--- src/rtl/pipe_hazard_ctrl.sv ---
// Pipeline sequencer for the 5-stage core: merges memory wait, taken branch and
// RAW hazard into stage freeze/flush controls, plus stall/flush event counters.
module pipe_hazard_ctrl #(
  parameter int MEM_WAIT = 3,
  parameter int CNT_W    = 16
) (
  input  logic             clk,
  input  logic             rst,
  input  logic [3:0]       src1,
  input  logic [3:0]       src2,
  input  logic             one_src,
  input  logic             two_src,
  input  logic             forward_en,
  input  logic [3:0]       ex_dest,
  input  logic             ex_wb_en,
  input  logic             ex_mem_r_en,
  input  logic [3:0]       mem_dest,
  input  logic             mem_wb_en,
  input  logic             mem_req,
  input  logic             branch_taken,
  input  logic             cnt_clr,
  output logic             freeze_if,
  output logic             flush_if,
  output logic             freeze_id,
  output logic             flush_id,
  output logic             freeze_mem,
  output logic             mem_stall,
  output logic             hazard,
  output logic [CNT_W-1:0] stall_cnt,
  output logic [CNT_W-1:0] flush_cnt
);

  localparam int WC_W = (MEM_WAIT > 2) ? $clog2(MEM_WAIT) : 1;
  localparam bit HAS_WAIT = (MEM_WAIT > 0);
  localparam logic [WC_W-1:0] WAIT_LOAD = WC_W'((MEM_WAIT > 0) ? (MEM_WAIT - 1) : 0);

  typedef enum logic [0:0] {IDLE = 1'b0, WAIT = 1'b1} state_t;

  state_t          state;
  logic [WC_W-1:0] wcnt;
  logic            stall_raw;
  logic            hazard_raw;

  function automatic logic src_match(input logic [3:0] x, input logic [3:0] s1,
                                     input logic [3:0] s2, input logic u1, input logic u2);
    return (u1 & (s1 == x)) | (u2 & (s2 == x));
  endfunction

  // Wait-state sequencer; mem_req is only sampled in IDLE.
  always_ff @(posedge clk or posedge rst) begin
    if (rst) begin
      state <= IDLE;
      wcnt  <= '0;
    end else begin
      case (state)
        IDLE: begin
          if (mem_req && HAS_WAIT) begin
            wcnt  <= WAIT_LOAD;
            state <= WAIT;
          end else begin
            state <= IDLE;
          end
        end
        WAIT: begin
          if (wcnt != '0) begin
            wcnt <= wcnt - WC_W'(1);
          end else begin
            state <= IDLE;
          end
        end
        default: begin
          state <= IDLE;
          wcnt  <= '0;
        end
      endcase
    end
  end

  // Memory stall request and raw hazard detection.
  always_comb begin
    stall_raw = 1'b0;
    case (state)
      IDLE:    stall_raw = mem_req & HAS_WAIT;
      WAIT:    stall_raw = (wcnt != '0);
      default: stall_raw = 1'b0;
    endcase
    if (forward_en) begin
      hazard_raw = ex_wb_en & ex_mem_r_en & src_match(ex_dest, src1, src2, one_src, two_src);
    end else begin
      hazard_raw = (ex_wb_en & src_match(ex_dest, src1, src2, one_src, two_src)) |
                   (mem_wb_en & src_match(mem_dest, src1, src2, one_src, two_src));
    end
  end

  // Priority merge: memory stall, then branch, then hazard; all low during reset.
  always_comb begin
    if (rst) begin
      mem_stall  = 1'b0;
      hazard     = 1'b0;
      freeze_mem = 1'b0;
      freeze_id  = 1'b0;
      flush_if   = 1'b0;
      flush_id   = 1'b0;
      freeze_if  = 1'b0;
    end else begin
      mem_stall  = stall_raw;
      hazard     = hazard_raw;
      freeze_mem = stall_raw;
      freeze_id  = stall_raw;
      flush_if   = branch_taken & ~stall_raw;
      flush_id   = ~stall_raw & (branch_taken | hazard_raw);
      freeze_if  = stall_raw | (hazard_raw & ~branch_taken);
    end
  end

  // Saturating count of frozen-fetch cycles.
  always_ff @(posedge clk or posedge rst) begin
    if (rst) begin
      stall_cnt <= '0;
    end else if (cnt_clr) begin
      stall_cnt <= '0;
    end else if (freeze_if && (stall_cnt != '1)) begin
      stall_cnt <= stall_cnt + CNT_W'(1);
    end else begin
      stall_cnt <= stall_cnt;
    end
  end

  // Saturating count of accepted branch flushes.
  always_ff @(posedge clk or posedge rst) begin
    if (rst) begin
      flush_cnt <= '0;
    end else if (cnt_clr) begin
      flush_cnt <= '0;
    end else if (flush_if && (flush_cnt != '1)) begin
      flush_cnt <= flush_cnt + CNT_W'(1);
    end else begin
      flush_cnt <= flush_cnt;
    end
  end

endmodule

--- config.mk ---
export PLATFORM = sky130hd
export DESIGN_NAME = pipe_hazard_ctrl
export DESIGN_NICKNAME = d
export VERILOG_FILES = /design/src/rtl/pipe_hazard_ctrl.sv
export SDC_FILE = /design/constraint.sdc
export NUM_CORES = 1
export LEC_CHECK = 0
export ABC_CLOCK_PERIOD_IN_PS = 1950
export CORE_MARGIN = 3
export CORE_UTILIZATION = 42
export CTS_CLUSTER_SIZE = 28
export DETAILED_ROUTE_END_ITERATION = 10
export GPL_ROUTABILITY_DRIVEN = 0
export PLACE_DENSITY = 0.81
export SLEW_MARGIN = 20
export SYNTH_ARGS = -nofsm -noshare
export SYNTH_HDL_FRONTEND = slang
export SYNTH_SLANG_ARGS = --single-unit
--- constraint.sdc ---
create_clock -name clk -period 1.95 [get_ports clk]
set_input_delay 0.2925 -clock clk [delete_from_list [all_inputs] [get_ports clk]]
set_output_delay 0.2925 -clock clk [all_outputs]
set_load 0.1 [all_outputs]
Word-level counts from Yosys, hierarchy flattened
Cells that the tools add are included.

Flip-flop bits (word level): 35. Latch bits: 0. Memory bits (writable): 0. Bits in read-only memories: 0. Memories: 0.

Add/subtract/negate cells: 3. Multipliers: 0. Div/mod/pow operators: 0. $lt $le $gt $ge: 0. Equality and inequality tests: 8. Shift operators: 0. Mux-type cells: 17. Bitwise gates (word level): 19. Reductions and logical operators: 6.

Operators with widths (count): two-way mux 16 bit (4); adder 16 x 1 -> 16 bit (second input constant) (2); != test 16 bit (second input constant) (2); equality test 4 bit (4); AND 1 bit (11); two-way mux 1 bit (8); nonzero test 2 bit (3); bitwise OR 1 bit (5); two-way mux 2 bit (2); one-hot mux 1 bit (2 select lines) (2); one-hot mux 2 bit (2 select lines) (1); NOT 1 bit (3); logical AND 1 bit (2); != test 2 x 1 -> 1 bit (second input constant) (1); != test 2 bit (second input constant) (1); AND reduction 2 bit (1); subtractor 2 x 1 -> 2 bit (second input constant) (1).

Longest topological paths before layout
Word-level depth: 12. Gate-level depth with buffers: 11. Mapped depth without buffers: 10.

Worst setup path after synthesis
No wires, ideal clock.

Kind: input -> output. Start point: input ex_dest[3]. End point: output flush_id. Arrival time: 3.076 ns. Data required time: 1.657 ns. Setup slack: -1.419 ns. Cell stages on the path: 6. Path buffers: 0. Path through: xor2_1 nor3_1 nand4_1 a41oi_2 nor2_1 nor3_1.

Longest elaborated chain between the ends: 9.

RTL lines: start, declared (RTL line 14) `input logic [3:0] ex_dest,`; equality test 4 bit (RTL line 46) `return (u1 & (s1 == x)) | (u2 & (s2 == x));`; AND 1 bit (RTL line 46); bitwise OR 1 bit (*) (RTL line 46); AND 1 bit (RTL line 90) `hazard_raw = (ex_wb_en & src_match(ex_dest, src1, src2, one_src, two_src)) |`; bitwise OR 1 bit (RTL line 90); two-way mux 1 bit (*) (RTL line 87) `if (forward_en) begin`; bitwise OR 1 bit (*) (RTL line 111) `flush_id = ~stall_raw & (branch_taken | hazard_raw);`; AND 1 bit (*) (RTL line 111); two-way mux 1 bit (*) (RTL line 97) `if (rst) begin`; end, declared (RTL line 25) `output logic flush_id,`.

Every way passes the cells marked *; elsewhere a longest branch is shown, timed or not.

Worst setup path after layout
Start point: register stall_cnt[7]. End point: register stall_cnt[13].

Longest elaborated chain between the ends: 3.

RTL lines: start, declared (RTL line 29) `output logic [CNT_W-1:0] stall_cnt,`; start signal, assigned (RTL line 123) `stall_cnt <= stall_cnt + CNT_W'(1);`; start signal, assigned (RTL line 125) `stall_cnt <= stall_cnt;`; adder 16 x 1 -> 16 bit or != test 16 bit (tied branches) (RTL line 123, 122); two-way mux 16 bit or logical AND 1 bit (tied branches) (RTL line 122) `end else if (freeze_if && (stall_cnt != '1)) begin`; two-way mux 16 bit or nonzero test 2 bit (tied branches).

Several ways; a longest one is shown, not always the timed one. The select of a mux whose other input is x is not followed. A chain may end at the register's enable or synchronous reset.

==> out/results.tsv <==
stage	metric	value	unit
outcome	status	finished, violations left	
outcome	violations	negative setup slack	
final_layout	regArea	936	µm²
clock_network	htree_num_levels	2	
sta	rsz0062_at_grt	true	
clock_network	path_clk_slew	0.09	ns
power	power.total	2.92	mW
global_routing	grt_pass1_wl	9640	µm
yosys	synth_ff_type	dfrtp_1	
global_routing	antenna_found_initial	0	
critical_path	path_delay_family	simple AND/OR/NAND/NOR gates	
detailed_routing	drt_pass1_iterations	4	
detailed_routing	wl_per_cell	17.2	µm
sta	final.setup_skew	0.0224	ns
yosys	synth_fp_nets	252	
yosys	syn_area	2030	µm²
sta	drv_slew	0	
detailed_routing	drt_iter0_markers	128	
clock_network	hold_buffers	0	
placed_design	dp.cells	371	
critical_path	cpPeakStageDelay	0.42	ns
sta	fin_crit	2.13	ns
yosys	synth_warnings	0	
power	power.density	826	nW/µm²
yosys	netlist_instances	222	
final_layout	synthToLayoutAreaGrowth	74.0	%
clock_network	cts_inserted_buffers	5	
clock_network	cts_sinks	35	
sta	fin_crit_sh	1.09	
min_path	worst_hold_path_type	primary input to async pin	
yosys	syn_avg_cell_area	9.16	µm²
final_layout	diodes	0	
clock_network	cts_tree	built	
critical_path	arrival	2.31	ns
final_layout	stdcell_area	3540	µm²
critical_path	critPathCaptureType	flop	
detailed_routing	viasPerCell	5.57	
die	die_h	75.6	µm
global_routing	grt_overflow	0	
critical_path	required	2.13	ns
yosys	ys_ff_latch	35	
final_layout	nets	368	
yosys	async_reset_ff_frac	1.00	
critical_path	crit_slowest_cell	dfrtp_4	
final_layout	multi_input_area	1350	µm²
die	chipWidth	75.6	µm
critical_path	worstPathMaxFanout	5	
sta	whs	0.462	ns
critical_path	worstPathCellList	and4_4 -> nand4_1 -> nor2_4 -> nand3_2 -> a31oi_4 -> buf_6 -> nor4_4 -> mux2_4	
critical_path	cp_num_buf_inv	1	
detailed_routing	route.detailed.drc	0	
critical_path	crit_type	flop to flop	
sta	clock.fmax	469	MHz
sta	slew_headroom	0.645	
placed_design	port_buffers	65	
detailed_routing	wl	6710	µm
final_layout	final_cells	391	
sta	tightest_slew	0.530	ns
global_routing	grt_pass1_vias	2079	
power	leakagePower	1.54	nW
global_routing	grt_max_degree	26	
global_routing	grt.total_usage	0.223	
final_layout	layout-drive-gt1-share	0.578	
yosys	synth_edf_count	0	
detailed_routing	vias	2179	
sta	setup_slack	-0.184	ns
critical_path	critPathLaunchType	flop	
die	start_util	0.451	
die	core.rowCount	24	
final_layout	fillers	278	
sta	report.final.setup_viol	33	
yosys	synthDistinctLibCells	33	
die	dieArea	5710	µm²
detailed_routing	antenna_left	0	
power	vdd_drop_max	0.599	mV
clock_network	clk_path_buf_depth	2	
clock_network	clkLatencyLatePin	0.30	ns
sta	hold_viol_final	0	
clock_network	cts-root-buf	clkbuf_8	
placed_design	dp_hpwl	4190	µm
die	pin_count	66	
yosys	synth_seq_area_share	0.431	
die	coreArea	4500	µm²
flow_run	max-cap-violations	0	
placed_design	place_area	3120	µm²
[registers in the layout, summed over array words and instances, names as in the netlist]
name,count
state,1
stall_cnt,16
flush_cnt,16
wcnt,2
[synthesized netlist by cell type (2+ instances only)]
| library cell | n | area share |
|---|---|---|
| a21oi_1 | 13 | 0.032 |
| a31oi_1 | 2 | 0.0062 |
| and2_1 | 2 | 0.0062 |
| and3_1 | 5 | 0.015 |
| and4_1 | 3 | 0.013 |
| buf_4 | 4 | 0.015 |
| clkbuf_1 | 4 | 0.0074 |
| dfrtp_1 | 35 | 0.43 |
| ha_1 | 3 | 0.018 |
| inv_1 | 8 | 0.015 |
| mux2i_1 | 2 | 0.0098 |
| nand2_1 | 16 | 0.030 |
| nand2b_1 | 2 | 0.0062 |
| nand3_1 | 15 | 0.037 |
| nand4_1 | 10 | 0.031 |
| nor2_1 | 22 | 0.041 |
| nor2b_1 | 3 | 0.0092 |
| nor3_1 | 5 | 0.012 |
| o21ai_0 | 8 | 0.020 |
| o31ai_1 | 6 | 0.022 |
| or3_1 | 7 | 0.022 |
| or4_1 | 6 | 0.022 |
| xnor2_1 | 6 | 0.026 |
| xor2_1 | 26 | 0.11 |
[stage by stage]
stage | TNS (ns) | worst slack (ns) | util
after floorplan | -9.48 | -0.445 | -
after global placement | -7.93 | -0.523 | 0.692
after detailed placement | -8.97 | -0.580 | 0.692
after CTS | -0.377 | -0.0874 | 0.731
after global routing | -6.99 | -0.304 | 0.786
final | -2.97 | -0.184 | 0.786
[timing repair]
action,in CTS,in global routing
pin swaps,23,28
setup buffers,6,4
setup endpoints to repair,26,33
resized for setup,82,50
gates cloned,0,2
[cell usage in the layout (no fill, tap or decap), types with 3 or more instances in the layout]
| master | netlist | final |
|---|---|---|
| buf_12 | 0 | 7 |
| o31ai_1 | 6 | 6 |
| buf_6 | 1 | 12 |
| o21ai_1 | 0 | 5 |
| a21oi_1 | 13 | 6 |
| clkbuf_8 | 0 | 6 |
| buf_2 | 0 | 10 |
| or4_4 | 0 | 4 |
| nor2_1 | 22 | 20 |
| and3_1 | 5 | 4 |
| a21oi_2 | 0 | 7 |
| clkinvlp_4 | 0 | 3 |
| dfrtp_2 | 0 | 15 |
| dfrtp_1 | 35 | 9 |
| dfrtp_4 | 0 | 11 |
| nor3_2 | 0 | 3 |
| nand2_1 | 16 | 10 |
| a31oi_4 | 0 | 3 |
| nand3_2 | 0 | 5 |
| xnor2_1 | 6 | 5 |
| clkdlybuf4s50_1 | 0 | 6 |
| nand3_1 | 15 | 9 |
| or3_1 | 7 | 5 |
| xor2_1 | 26 | 24 |
| buf_4 | 4 | 75 |
| nand4_1 | 10 | 10 |
| inv_1 | 8 | 5 |
| nand2_2 | 0 | 4 |
[metal layers]
metal / track usage / share of wire / vias up
met4: 0.0680 / 0.020 / 0
li1: - / - / 1009
met2: 0.388 / 0.52 / 71
met5: 0 / 0 / -
met3: 0.0488 / 0.051 / 16
met1: 0.276 / 0.41 / 1083
[kinds of logic after synthesis]
| logic type | after synthesis | share of synthesized area |
|---|---|---|
| buf+inv | 18 | 0.0443 |
| simple gates | 97 | 0.247 |
| mux | 3 | 0.0154 |
| compound gates | 34 | 0.106 |
| fa+ha+maj | 3 | 0.0185 |
| flops | 35 | 0.431 |
| xor+xnor | 32 | 0.138 |
[tightest hold or removal path, stage by stage]
cell	delay [ns]
clkdlybuf4s50_1	0.47
clkinvlp_4	0.15
buf_4	0.21
[report_power, final]
| group | internal [mW] | total, mW | switching, mW |
|---|---|---|---|
| Combinational | 0.646 | 1.54 | 0.897 |
| Sequential | 0.779 | 0.817 | 0.0372 |
| Clock | 0.285 | 0.564 | 0.278 |
[final timing paths]
kind | from | to | slack, ns | cells after the start
max | stall_cnt[7] | stall_cnt[13] | -0.18 | 8
max reg2reg | stall_cnt[7] | stall_cnt[13] | -0.18 | 8
min in group clk | wcnt[1] | wcnt[1] | 0.49 | 1
min | rst | stall_cnt[11] | 0.46 | 3
max in group asynchronous | rst | stall_cnt[2] | 1.13 | 3
min reg2reg | wcnt[1] | wcnt[1] | 0.49 | 1
[cell type report]
class | count | share of cell area
clock buffer | 7 | 0.0244
tap | 52 | 0.0184
clock inverter | 1 | 0.00141
multi-input combinational | 169 | 0.381
inverter | 8 | 0.0117
sequential | 35 | 0.264
timing repair buffer | 119 | 0.298
(Power assumes the default switching activity.)
